### src/rtl/regfile_arbiter.sv
// Two-port round-robin sequencer for the 4-entry register file: latches one
// READ/WRITE/COPY command at a time and drives the file's op, selects and data.
module regfile_arbiter #(
  parameter int DATA_BUS_WIDTH = 8
) (
  input  logic                      clock,
  input  logic                      reset,
  input  logic                      req_a,
  input  logic                      req_b,
  input  logic [1:0]                cmd_a,
  input  logic [1:0]                cmd_b,
  input  logic [1:0]                dst_a,
  input  logic [1:0]                dst_b,
  input  logic [1:0]                src_a,
  input  logic [1:0]                src_b,
  input  logic [DATA_BUS_WIDTH-1:0] wdata_a,
  input  logic [DATA_BUS_WIDTH-1:0] wdata_b,
  output logic                      ack_a,
  output logic                      ack_b,
  output logic                      err,
  output logic [DATA_BUS_WIDTH-1:0] rdata_1,
  output logic [DATA_BUS_WIDTH-1:0] rdata_2,
  output logic                      busy,
  output logic [1:0]                rf_op,
  output logic [1:0]                rf_sel_1,
  output logic [1:0]                rf_sel_2,
  output logic [DATA_BUS_WIDTH-1:0] rf_wdata,
  input  logic [DATA_BUS_WIDTH-1:0] rf_rd_1,
  input  logic [DATA_BUS_WIDTH-1:0] rf_rd_2
);

  localparam logic [1:0] CMD_READ  = 2'b00;
  localparam logic [1:0] CMD_WRITE = 2'b01;
  localparam logic [1:0] CMD_COPY  = 2'b10;
  localparam logic [1:0] CMD_RSVD  = 2'b11;
  localparam logic [1:0] REG_NOP   = 2'b00;
  localparam logic [1:0] REG_WRITE = 2'b01;

  typedef enum logic [2:0] {
    IDLE    = 3'd0,
    EXEC_RD = 3'd1,
    EXEC_WR = 3'd2,
    COPY_RD = 3'd3,
    COPY_WR = 3'd4,
    DONE    = 3'd5
  } state_e;

  state_e state_reg, state_next;

  // Port identifiers in last_reg / win_reg: 0 = A, 1 = B.
  logic                      last_reg;
  logic                      win_reg;
  logic [1:0]                cmd_reg;
  logic [1:0]                dst_reg;
  logic [1:0]                src_reg;
  logic [DATA_BUS_WIDTH-1:0] wdata_reg;
  logic [DATA_BUS_WIDTH-1:0] tmp_reg;
  logic [DATA_BUS_WIDTH-1:0] rdata_1_reg;
  logic [DATA_BUS_WIDTH-1:0] rdata_2_reg;

  logic                      accept;
  logic                      grant_b;
  logic [1:0]                cmd_win;
  logic [1:0]                dst_win;
  logic [1:0]                src_win;
  logic [DATA_BUS_WIDTH-1:0] wdata_win;

  // B wins when it is the only requester, or when both request and A was served last.
  always_comb begin
    accept    = (state_reg == IDLE) && (req_a || req_b);
    grant_b   = req_b && (!req_a || !last_reg);
    cmd_win   = grant_b ? cmd_b   : cmd_a;
    dst_win   = grant_b ? dst_b   : dst_a;
    src_win   = grant_b ? src_b   : src_a;
    wdata_win = grant_b ? wdata_b : wdata_a;
  end

  always_comb begin
    state_next = state_reg;
    case (state_reg)
      IDLE: begin
        if (accept) begin
          case (cmd_win)
            CMD_READ:  state_next = EXEC_RD;
            CMD_WRITE: state_next = EXEC_WR;
            CMD_COPY:  state_next = COPY_RD;
            default:   state_next = DONE;
          endcase
        end
      end
      EXEC_RD: state_next = DONE;
      EXEC_WR: state_next = DONE;
      COPY_RD: state_next = COPY_WR;
      COPY_WR: state_next = DONE;
      DONE:    state_next = IDLE;
      default: state_next = IDLE;
    endcase
  end

  always_ff @(posedge clock or negedge reset) begin
    if (!reset) begin
      state_reg   <= IDLE;
      last_reg    <= 1'b1;
      win_reg     <= 1'b0;
      cmd_reg     <= CMD_READ;
      dst_reg     <= '0;
      src_reg     <= '0;
      wdata_reg   <= '0;
      tmp_reg     <= '0;
      rdata_1_reg <= '0;
      rdata_2_reg <= '0;
    end else begin
      state_reg <= state_next;
      if (accept) begin
        last_reg  <= grant_b;
        win_reg   <= grant_b;
        cmd_reg   <= cmd_win;
        dst_reg   <= dst_win;
        src_reg   <= src_win;
        wdata_reg <= wdata_win;
      end
      if (state_reg == EXEC_RD) begin
        rdata_1_reg <= rf_rd_1;
        rdata_2_reg <= rf_rd_2;
      end
      if (state_reg == COPY_RD) begin
        tmp_reg <= rf_rd_2;
      end
    end
  end

  always_comb begin
    rf_op    = REG_NOP;
    rf_sel_1 = '0;
    rf_sel_2 = '0;
    rf_wdata = '0;
    case (state_reg)
      EXEC_RD: begin
        rf_sel_1 = dst_reg;
        rf_sel_2 = src_reg;
      end
      EXEC_WR: begin
        rf_sel_1 = dst_reg;
        rf_wdata = wdata_reg;
        rf_op    = REG_WRITE;
      end
      COPY_RD: begin
        rf_sel_2 = src_reg;
      end
      COPY_WR: begin
        rf_sel_1 = dst_reg;
        rf_wdata = tmp_reg;
        rf_op    = REG_WRITE;
      end
      default: begin
      end
    endcase
  end

  assign ack_a   = (state_reg == DONE) && !win_reg;
  assign ack_b   = (state_reg == DONE) && win_reg;
  assign err     = (state_reg == DONE) && (cmd_reg == CMD_RSVD);
  assign busy    = (state_reg != IDLE);
  assign rdata_1 = rdata_1_reg;
  assign rdata_2 = rdata_2_reg;

endmodule

### config.mk
export PLATFORM = sky130hd
export DESIGN_NAME = regfile_arbiter
export DESIGN_NICKNAME = d
export VERILOG_FILES = /design/src/rtl/regfile_arbiter.sv
export SDC_FILE = /design/constraint.sdc
export NUM_CORES = 1
export LEC_CHECK = 0
export BUFFER_PORTS_ARGS = -buffer_cell sky130_fd_sc_hd__buf_2
export CORE_MARGIN = 3
export CORE_UTILIZATION = 54
export CTS_BUF_LIST = sky130_fd_sc_hd__clkbuf_8
export CTS_CLUSTER_DIAMETER = 200
export DETAILED_ROUTE_END_ITERATION = 8
export PLACE_DENSITY = 0.84
export SETUP_SLACK_MARGIN = 0.4
export SLEW_MARGIN = 20
export SYNTH_ARGS = -nofsm -noshare
export SYNTH_HDL_FRONTEND = slang
export SYNTH_SLANG_ARGS = --single-unit
### constraint.sdc
create_clock -name clock -period 4.3 [get_ports clock]
set_clock_uncertainty 0.05 [all_clocks]
set_input_delay 0.215 -clock clock [delete_from_list [all_inputs] [get_ports clock]]
set_output_delay 0.215 -clock clock [all_outputs]
set_load 0.05 [all_outputs]
Word level (Yosys, flattened, before mapping)
Index checks and enable logic that the tools add are counted.
{"block": "op_classes", "n_mux": 11, "n_eq_ne": 9, "n_reduce_logical": 16}
{"operator": "$pmux 3 s3", "n": 2}
{"operator": "$pmux 8 s2", "n": 1}
{"operator": "$mux 2", "n": 5}
{"operator": "$mux 8", "n": 1}
{"operator": "$eq 3x2->1 const B", "n": 2}
{"operator": "$eq 3x3->1 const B", "n": 2}
{"operator": "$logic_and 1x1->1", "n": 5}
{"operator": "$eq 2x2->1 const B", "n": 2}
{"operator": "$reduce_or 2->1", "n": 2}
{"operator": "$eq 3x1->1 const B", "n": 1}
{"operator": "$logic_not 1->1", "n": 3}
{"operator": "$logic_not 3->1", "n": 1}
{"operator": "$mux 3", "n": 1}
{"operator": "$reduce_bool 3->1", "n": 1}
{"operator": "$reduce_or 3->1", "n": 1}
{"operator": "$eq 2x1->1 const B", "n": 1}
{"operator": "$logic_not 2->1", "n": 1}
{"operator": "$logic_or 1x1->1", "n": 2}
{"operator": "$ne 2x2->1 const B", "n": 1}
{"operator": "$mux 1", "n": 1}
{"block": "totals", "regBits": 43, "out_inout_bits": 34, "elab_cells": 46}

Logic depth before layout (Yosys ltp)
Gate-level depths: netlist of the first run.
{"block": "depth", "word_depth": 8, "ltp_mapped": 6, "depth_no_buf": 3}

Least setup slack after synthesis of the first run
No wires, ideal clock.
{"block": "synth_path", "kind": "flip-flop to output port", "start": "reg state_reg[2]", "end": "out rf_wdata[0]", "setup_slack_ns": 2.381, "path_buffers": 2, "arrival_ns": 1.654, "stages_incl_launch_ff": 6, "path_cell_list": "dfrtp_1 > buf_2 > nor2b_1 > clkbuf_1 > a22oi_1 > nor2_1"}
{"block": "synth_between", "elab_chain_cells": 2, "elab_cells_between_ends": 3, "cone_classes": "eq/ne: 2; mux: 1"}
{"element": "start: declaration", "line": "48", "text": "state_e state_reg, state_next;"}
{"element": "start signal: assignment", "line": "113", "text": "state_reg <= state_next;"}
{"element": "$eq 3x3->1 / $eq 3x2->1 (equally long branches)", "line": "137", "text": "case (state_reg)"}
{"element": "$pmux 8 s2 (*)", "line": "137"}
{"element": "end: declaration", "line": "27", "text": "output logic [DATA_BUS_WIDTH-1:0] rf_wdata,"}
Every way passes the cells marked *; elsewhere a longest branch is shown, timed or not.

Worst setup path in the final report of the first run
{"block": "layout_path", "start": "reg state_reg[2]", "end": "out rf_wdata[6]"}
The elaborated chain is that of the path after synthesis.

==> results.toml, run 1 <==
[grt]
grt-ovfl-total = 0
grt_pass1_vias = 1463
grt_pass1_wl_microns = 6470
grt_max_degree = 44
grtUsageTotal_pct = 18.9
antenna_found_initial = 0

[yosys]
syn_area_sq_um = 2100
ys_warn_count = 0
synth_top_area_share_pct = 50.0
async_flop_share_pct = 100
synth_flop_cell = "dfrtp_1"
yosysUniqueCellTypes = 32
synth_area_leader_cell = "dfrtp_1"
synth_compound_area_share_pct = 7.38
yosys.area_share.simple_pct = 8.33
ys_seq_area_share_pct = 51.2
synth_top_family_by_area = "multiplexers"
syn_inst = 164
synthAdderAreaFrac_pct = 0
ys_ff_latch = 43
synth_edf_count = 0
synth-xor-area-share_pct = 1.25
synthMuxAreaShare_pct = 27.8
avgSynthCellArea_sq_um = 12.8
synthesis.nets = 212
ys_top_cells_by_area = "dfrtp_1 (50%), mux2_2 (28%), a22oi_1 (2.9%)"

[pwr]
p_sw_share_pct = 47.7
p_per_area_nw_per_um2 = 895
irDropWorstVdd_v = 0.000608
p_int_mw = 1.22
p_total_mw = 2.34
p_leak_nw = 1.23
seqPwrFrac_pct = 32.5
clkPwrFrac_pct = 13.8
combPwrFrac_pct = 53.7
switchingPower_mw = 1.12

[floorplan]
start_util_pct = 56.6
ioPinCount = 82
fp-row-count = 22
die_area_sq_um = 4680
core_sq_um = 3720
die_y_microns = 68.4
die_w_microns = 68.4

[sta]
hold_viol = 7
setup_violations = 0
min_period_ns = 2.23
slew_violations = 0
worstMarginPinSlew_ns = 0.992
max_freq_ghz = 0.449
setup_tns_ns = 0
holdWs_ns = -0.00250
post-route-period-util_pct = 51.8
rsz0062_at_grt = "false"
max-slew-margin-rel_pct = 33.5

[finish]
layout-drive-gt1-share_pct = 60.6
antenna_cells = 0
fin_nets = 288
area_delta_synth_final_pct = 24.2

[setup_path]
worst_setup_path_start_kind = "flop"
endpoint_kind = "primary output"
worstPathRequired_ns = 4.03
worstPathCellList = "nor2b_1 > a22oi_1 > nor2_1 > buf_2"
r2r-start = "state_reg[0]"
reg2reg_depth = 3
slowest_stage = "dfrtp_1"
arrival_ns = 1.96
crit_buf_inv = 1
regToRegSetupSlack_ns = 2.25
worstSetupPathType = "flop to primary output"
cp_max_fo = 9
r2r_end = "rdata_2[6]"
crit_family = "simple AND/OR/NAND/NOR gates"
cpPeakStageDelay_ns = 0.57

[place]
portBuffers = 80
dpl.hpwl_microns = 3070
gp_congestion = 0.727

[drt]
vias = 1505
first_iter_violations = 70
drt_wl_total_microns = 4130
ant_nets = 0
via_per_inst = 5.21
firstDrtPassIters = 4
drc_errors = 0
wl_per_cell_microns = 14.3

[status]
violations = "negative hold slack"
status = "finished with violations"

[clock_network]
cts_setup_buffers = 0
clk_pin_slew_worst_paths_ns = 0.09
clk_latency_ns = 0.30
numCtsBuffers = 5
cts_tree = "yes"
cts_sinks = 43
hold_buffers = 0
htreeDepth = 2
cts.repair.resized = 0
cts_root_buf = "clkbuf_8"
clk_path_buf_depth = 2

[flow_run]
drv_cap = 0

[worst_hold_path]
min_path_type = "input port to asynchronous set/reset pin"
==> layer usage <==
metal	global-route usage (%)	up-vias	share of wire [%]
met5	0	-	0
met4	8.93	0	1.8
met3	5.25	8	5.8
met2	29.6	44	46
met1	24.3	723	46
li1	-	730	-
==> power groups by stage <==
stage	Sequential, mW	Clock, mW	Combinational [mW]
after floorplan	0.983	0	0.802
after global placement	0.759	0	1.25
after detailed placement	0.764	0	1.27
after CTS	0.760	0.329	1.27
after global routing	0.793	0.343	1.34
final	0.760	0.324	1.25
==> worst max-delay path by stage <==
stage / startpoint / to / cells after the start
3_5_place_dp: state_reg[0] / rdata_1[7] / 3
3_3_place_gp: state_reg[0] / rdata_2[3] / 3
4_1_cts: state_reg[2] / rf_wdata[7] / 4
2_1_floorplan: state_reg[2] / rf_wdata[0] / 5
5_1_grt: state_reg[2] / rf_wdata[6] / 4
6_report: state_reg[2] / rf_wdata[6] / 4
==> cells in the mapped netlist, drive strengths merged, types with 2 or more instances <==
| master | number |
|---|---|
| a22oi | 8 |
| nand2 | 3 |
| nor2 | 12 |
| inv | 2 |
| nand3b | 2 |
| nor2b | 5 |
| mux2 | 52 |
| a31oi | 2 |
| xor2 | 2 |
| dfrtp | 42 |
| buf | 8 |
| and2 | 2 |
| clkbuf | 3 |
| o21ai | 6 |
==> cells by family (layout without fill, tap and decap cells) <==
family / count (synthesis) / after routing
AO/OA/AOI/OAI: 22 / 22
XOR/XNOR: 3 / 3
buffers and inverters: 13 / 90
flip-flops: 43 / 43
multiplexers: 52 / 52
other: 1 / 1
AND/OR/NAND/NOR: 30 / 30
==> cells in the final DEF (no fill, tap or decap), types with 3 or more instances in the layout <==
| master | Yosys | routed |
|---|---|---|
| a22oi_1 | 8 | 8 |
| o21ai_0 | 6 | 6 |
| nand2_1 | 3 | 3 |
| nor2b_1 | 4 | 4 |
| mux2_2 | 52 | 52 |
| dfrtp_1 | 42 | 42 |
| buf_2 | 4 | 80 |
| nor2_1 | 12 | 12 |
| clkbuf_8 | 0 | 5 |
==> worst reg2reg max path: cells and delay by family (launching register included) <==
kind / cells / cell delay (ns)
and+or+nand+nor: 2 / 0.82
muxes: 1 / 0.42
DFF: 1 / 0.66
==> metrics by stage <==
stage	util [%]	cell area (sq um)	setup slack (ns)	hold WS (ns)	instances
final	70.3	2610	2.07	-0.00250	289
after global routing	70.3	2610	1.87	0.0609	289
after CTS	70.3	2610	2.07	0.0265	289
after detailed placement	67.1	2490	2.22	0.358	281
after global placement	67.1	2490	2.26	0.361	281
after floorplan	-	2100	2.38	-0.131	164
==> final cells by class <==
class                   instances  area (sq um)
clock inverters                 3          47.5
multi-input cells             108           950
inverters                       2          7.51
repair buffers                 80           400
flip-flops and latches         43          1080
fillers                       286          1100
clock buffers                   5          68.8
well taps                      48          60.1
Power figures use the tool's default switching activity.
==> run 2, diff against run 1 <==
--- a/config.mk
+++ b/config.mk
@@ -7,11 +7,11 @@
 export LEC_CHECK = 0
 export BUFFER_PORTS_ARGS = -buffer_cell sky130_fd_sc_hd__buf_2
 export CORE_MARGIN = 3
-export CORE_UTILIZATION = 54
+export CORE_UTILIZATION = 50
 export CTS_BUF_LIST = sky130_fd_sc_hd__clkbuf_8
 export CTS_CLUSTER_DIAMETER = 200
 export DETAILED_ROUTE_END_ITERATION = 8
-export PLACE_DENSITY = 0.84
+export PLACE_DENSITY = 0.79
 export SETUP_SLACK_MARGIN = 0.4
 export SLEW_MARGIN = 20
 export SYNTH_ARGS = -nofsm -noshare
==> constraint.sdc (replaced) <==
create_clock -name clock -period 2.3 [get_ports clock]
set_clock_uncertainty 0.05 [all_clocks]
set_input_delay 0.115 -clock clock [delete_from_list [all_inputs] [get_ports clock]]
set_output_delay 0.115 -clock clock [all_outputs]
set_load 0.05 [all_outputs]
==> run 2 against run 1 <==
The run now ends clean. Register-to-register slack got worse by 1.7 ns. Clock-buffer cell count up 1. Wire length up 9.4%. Critical endpoint unchanged.
==> results.toml, run 2 (same netlist as run 1, synthesis figures left out) <==
[setup_path]
endpoint_kind = "primary output"
slowest_stage = "dfrtp_2"
worstPathRequired_ns = 2.13
worst_setup_path_start_kind = "flop"
cpPeakStageDelay_ns = 0.49
cp_max_fo = 10
reg2reg_depth = 3
worstPathCellList = "nor2b_4 > a22oi_1 > nor2_1 > buf_2"
arrival_ns = 1.62
worstSetupPathType = "flop to primary output"

[drt]
first_iter_violations = 69
firstDrtPassIters = 4
drc_errors = 0
vias = 1520
ant_nets = 0
wl_per_cell_microns = 15.2
via_per_inst = 5.12
drt_wl_total_microns = 4520

[place]
post-place-ws_ns = 0.474
dpl.hpwl_microns = 3420
portBuffers = 80
gp_congestion = 0.737
dp_cells = 284

[sta]
min_period_ns = 1.78
setup_tns_ns = 0
slew_violations = 0
max-slew-margin-rel_pct = 38.2
worstMarginPinSlew_ns = 0.928
hold_viol = 0
post-route-period-util_pct = 77.4
setup_violations = 0
max_freq_ghz = 0.562
setup_slack_ns = 0.520
rsz0062_at_grt = "true"

[floorplan]
fp-row-count = 22
start_util_pct = 54.6
ioPinCount = 82
die_w_microns = 70.9
core_sq_um = 3850
die_y_microns = 70.9
die_area_sq_um = 5020

[clock_network]
cts_tree = "yes"
clk_path_buf_depth = 2
clk_latency_ns = 0.29
cts_root_buf = "clkbuf_8"
numCtsBuffers = 5
cts_setup_buffers = 0
htreeDepth = 2
cts_sinks = 43
clk_pin_slew_worst_paths_ns = 0.08

[finish]
layout-drive-gt1-share_pct = 61.8
n_fill_cell = 305
fin_nets = 296
final_cells = 297
multiInputGateArea_sq_um = 965
final_common_cell = "buf_2"
final_cell_mix = "buf_2 (80), mux2_2 (52), dfrtp_1 (39)"
area_delta_synth_final_pct = 27.7
antenna_cells = 0
final_util_pct = 69.7
seqCellArea_sq_um = 1080

[grt]
antenna_found_initial = 0
grtUsageTotal_pct = 19.2
grt-ovfl-total = 0
grt_max_degree = 44
grt_pass1_vias = 1636
grt_pass1_wl_microns = 7580

[pwr]
combPwrFrac_pct = 55.4
switchingPower_mw = 2.12
p_leak_nw = 1.26
irDropWorstVdd_v = 0.000937
clkPwrFrac_pct = 11.6
p_sw_share_pct = 48.5
p_per_area_nw_per_um2 = 1620
p_int_mw = 2.25
seqPwrFrac_pct = 33.0

[flow_run]
drv_cap = 0

[status]
status = "completed"

[worst_hold_path]
whs_path_depth = 2
min_path_type = "input port to flop"
run 2: changes by cell type in the layout (fill, tap and decap cells not counted), moves of 2 or more:
cell	previous run	this run
buf_4	0	3
dfrtp_1	42	39
dfrtp_2	0	3
dlygate4sd3_1	0	5
nor2b_1	4	2
nor2b_4	1	3
run 2: worst max-delay path, delay by kind of cell (launching register included):
family	cells	cell delay, ns
buffers and inverters	1	0.29
DFF	1	0.49
and+or+nand+nor	2	0.43
AOI/OAI and AO/OA	1	0.12
run 2: layout make-up:
cell class                      instances  area share, %
Inverter                                2          0.280
Sequential cell                        43           40.3
Clock buffer                            6           3.08
Multi-Input combinational cell        108           35.9
Tap cell                               48           2.24
Timing Repair Buffer                   88           17.6
Clock inverter                          2          0.606
run 2: power groups by stage:
stage          sequential [mW]  clock [mW]  combinational, mW
2_1_floorplan             1.84           0               1.50
3_3_place_gp              1.41           0               2.37
3_5_place_dp              1.43           0               2.42
4_1_cts                   1.44       0.516               2.45
5_1_grt                   1.50       0.549               2.57
6_report                  1.44       0.505               2.42
run 2: stage by stage:
step | power [mW] | hold WS (ns) | instance area (sq um)
final | 4.36 | 0.00622 | 2690
after global routing | 4.62 | 0.000753 | 2690
after CTS | 4.40 | 0.00445 | 2680
after detailed placement | 3.85 | 0.260 | 2520
after global placement | 3.78 | 0.256 | 2520
after floorplan | 3.34 | -0.231 | 2100
run 2: final timing paths:
kind / from / endpoint / slack, ns
worst max-delay path: state_reg[1] / rf_wdata[6] / 0.52
worst min-delay path: rf_rd_1[5] / rdata_1[5] / 0.006
worst max register to register: state_reg[0] / wdata_reg[4] / 0.59
worst min register to register: src_reg[1] / src_reg[1] / 0.45
max in group asynchronous: reset / state_reg[1] / 1.12
min in group asynchronous: reset / cmd_reg[0] / 0.43
run 2: repair_timing:
| action | CTS | global route |
|---|---|---|
| endpoints found under the setup margin | 11 | 37 |
| endpoints found under the hold margin | 46 | 0 |
| hold buffers | 5 | 0 |
| gates resized for setup | 6 | 2 |
run 2: per-layer routing:
layer	wire length, microns	GRT usage [%]	vias up
met1	1920	23.1	727
met5	0	0	-
met4	62	5.22	0
li1	-	-	744
met3	206	5.11	6
met2	2320	34.0	43
==> run 3, diff against run 2 <==
--- a/config.mk
+++ b/config.mk
@@ -5,6 +5,7 @@
 export SDC_FILE = /design/constraint.sdc
 export NUM_CORES = 1
 export LEC_CHECK = 0
+export ABC_AREA = 1
 export BUFFER_PORTS_ARGS = -buffer_cell sky130_fd_sc_hd__buf_2
 export CORE_MARGIN = 3
 export CORE_UTILIZATION = 50
==> constraint.sdc (replaced) <==
create_clock -name clock -period 1.8 [get_ports clock]
set_clock_uncertainty 0.05 [all_clocks]
set_input_delay 0.09 -clock clock [delete_from_list [all_inputs] [get_ports clock]]
set_output_delay 0.09 -clock clock [all_outputs]
set_load 0.05 [all_outputs]
==> run 3 against run 2 <==
Sequential share of layout area is 8.7 points lower. Critical path depth rose by 1. Via count rose by 46%. Sequential cell count unchanged. Setup slack worse by 0.36 ns. Largest power group unchanged. Highest routed layer unchanged.
==> results.toml, run 3 <==
[setup_path]
worst_setup_path_start_kind = "flop"
worstSetupStartpoint = "state_reg[1]"
worstPathRequired_ns = 1.66
reg2reg_depth = 7
arrival_ns = 1.50
regToRegSetupSlack_ns = 0.22
r2r-start = "state_reg[1]"
worstSetupPathType = "flop to primary output"
endpoint_kind = "primary output"
r2r_end = "wdata_reg[7]"
cp_max_fo = 8

[yosys]
ys_ff_latch = 43
synth_commonest_cells = "nand2_1 (58), dfrtp_1 (42), inv_1 (32)"
syn_inst = 235
synth_top_area_share_pct = 51.6
synth_area_leader_cell = "dfrtp_1"
yosysUniqueCellTypes = 23
avgSynthCellArea_sq_um = 8.66
synth_top_family_by_area = "simple AND/OR/NAND/NOR gates"
synth_flop_cell = "dfrtp_1"
synthAdderAreaFrac_pct = 0
synth_edf_count = 0
synthMuxAreaShare_pct = 4.43
ys_top_cells_by_area = "dfrtp_1 (52%), nand2_1 (11%), o21ai_0 (7.1%)"
yosys.area_share.simple_pct = 20.1
ys_warn_count = 0
syn_area_sq_um = 2040
synth-xor-area-share_pct = 0
synth_compound_area_share_pct = 13.0
async_flop_share_pct = 100
synth_most_common_cell = "nand2_1"
synthesis.nets = 283
ys_seq_area_share_pct = 52.9

[grt]
grtUsageTotal_pct = 26.1
grt-ovfl-total = 0
antenna_found_initial = 0
grt_pass1_wl_microns = 10000
grt_pass1_vias = 2102
grt_max_degree = 19

[drt]
vias = 2219
first_iter_violations = 150
via_per_inst = 5.51
ant_nets = 0
drc_errors = 0
wl_per_cell_microns = 18.2
firstDrtPassIters = 4
drt_wl_total_microns = 7320

[sta]
min_period_ns = 1.64
setup_violations = 0
slew_violations = 0
setup_tns_ns = 0
rsz0062_at_grt = "true"
hold_viol = 0
setup_slack_ns = 0.156
post-route-period-util_pct = 91.3
max_freq_ghz = 0.608

[floorplan]
die_w_microns = 69.8
fp-row-count = 22
die_y_microns = 69.8
start_util_pct = 53.6
die_area_sq_um = 4870
core_sq_um = 3800
ioPinCount = 82

[place]
gp_congestion = 0.860
post-place-ws_ns = 0.295
portBuffers = 80
dpl.hpwl_microns = 3590

[worst_hold_path]
min_path_type = "input port to flop"
whs_path_depth = 3
holdPathEnd = "rdata_2[1]"
min_from = "rf_rd_2[1]"

[finish]
area_delta_synth_final_pct = 68.1
final_common_cell = "buf_2"
fin_nets = 402
multiInputGateArea_sq_um = 1070
antenna_cells = 0
final_cell_mix = "buf_2 (63), nand2_1 (47), dfrtp_1 (40)"
n_fill_cell = 150
seqCellArea_sq_um = 1080
layout-drive-gt1-share_pct = 51.8

[pwr]
clkPwrFrac_pct = 8.4
combPwrFrac_pct = 66.6
p_int_mw = 3.53
p_sw_share_pct = 51.5
seqPwrFrac_pct = 25.0
switchingPower_mw = 3.75
irDropWorstVdd_v = 0.00134
p_leak_nw = 1.70
p_per_area_nw_per_um2 = 2130

[clock_network]
cts_tree = "yes"
htreeDepth = 2
clk_pin_slew_worst_paths_ns = 0.09
clk_path_buf_depth = 2
numCtsBuffers = 5
cts_root_buf = "clkbuf_8"
clk_latency_ns = 0.30
cts_sinks = 43

[status]
status = "completed"

[flow_run]
drv_cap = 0
run 3: power groups by stage:
stage	sequential [mW]	clock (mW)	combinational (mW)
6_report	1.82	0.610	4.85
5_1_grt	1.88	0.653	5.08
4_1_cts	1.74	0.607	4.12
3_5_place_dp	1.74	0	3.33
3_3_place_gp	1.72	0	3.29
2_1_floorplan	2.33	0	1.99
run 3: repair_timing:
item / CTS / global route
gates resized for setup: 75 / 57
cloned: 4 / 1
pin swaps: 6 / 8
endpoints found under the hold margin: 29 / 0
setup buffers: 11 / 5
hold buffers: 13 / 0
setup endpoints to repair: 37 / 48
run 3: through the flow:
step           cells  utilization, %  hold WS [ns]  power (mW)  area [sq um]
2_1_floorplan    235               -        -0.256        4.32          2080
3_3_place_gp     361            66.8       -0.0204        5.01          2540
3_5_place_dp     361            66.8       -0.0156        5.08          2540
4_1_cts          397            83.1        0.0104        6.47          3160
5_1_grt          403            90.1        0.0194        7.61          3420
6_report         403            90.1        0.0125        7.28          3420
run 3: metal layers:
layer	wire [microns]	GRT usage, %	vias to the layer above
li1	-	-	984
met1	2640	32.4	1071
met2	3810	45.1	133
met3	599	6.23	31
met4	276	7.45	0
met5	0	0	-
run 3: final cells by class:
type,instances,area share [%]
Inverter,33,4.10
Sequential cell,43,31.6
Tap cell,48,1.76
Clock buffer,5,2.01
Multi-Input combinational cell,148,31.2
Timing Repair inverter,1,0.219
Clock inverter,3,0.475
Timing Repair Buffer,122,28.7
run 3: logic make-up after synthesis:
group | after synthesis
AOI/OAI and AO/OA | 46
buffers and inverters | 44
and+or+nand+nor | 93
muxes | 8
DFF | 43
other | 1
run 3: worst max path at each step:
stage                         endpoint  slack, ns
after global placement    wdata_reg[3]       0.33
after detailed placement   rf_sel_1[0]       0.29
after CTS                  rf_wdata[5]       0.15
final                      rf_wdata[1]       0.16
after floorplan                    err       0.22
after global routing       rf_wdata[1]       0.11
run 3: critical path, stage by stage (launching register included):
cell	delay, ns
dfrtp_2	0.47
nor2_4	0.19
buf_6	0.16
nand3_1	0.12
o21ai_4	0.09
buf_6	0.17
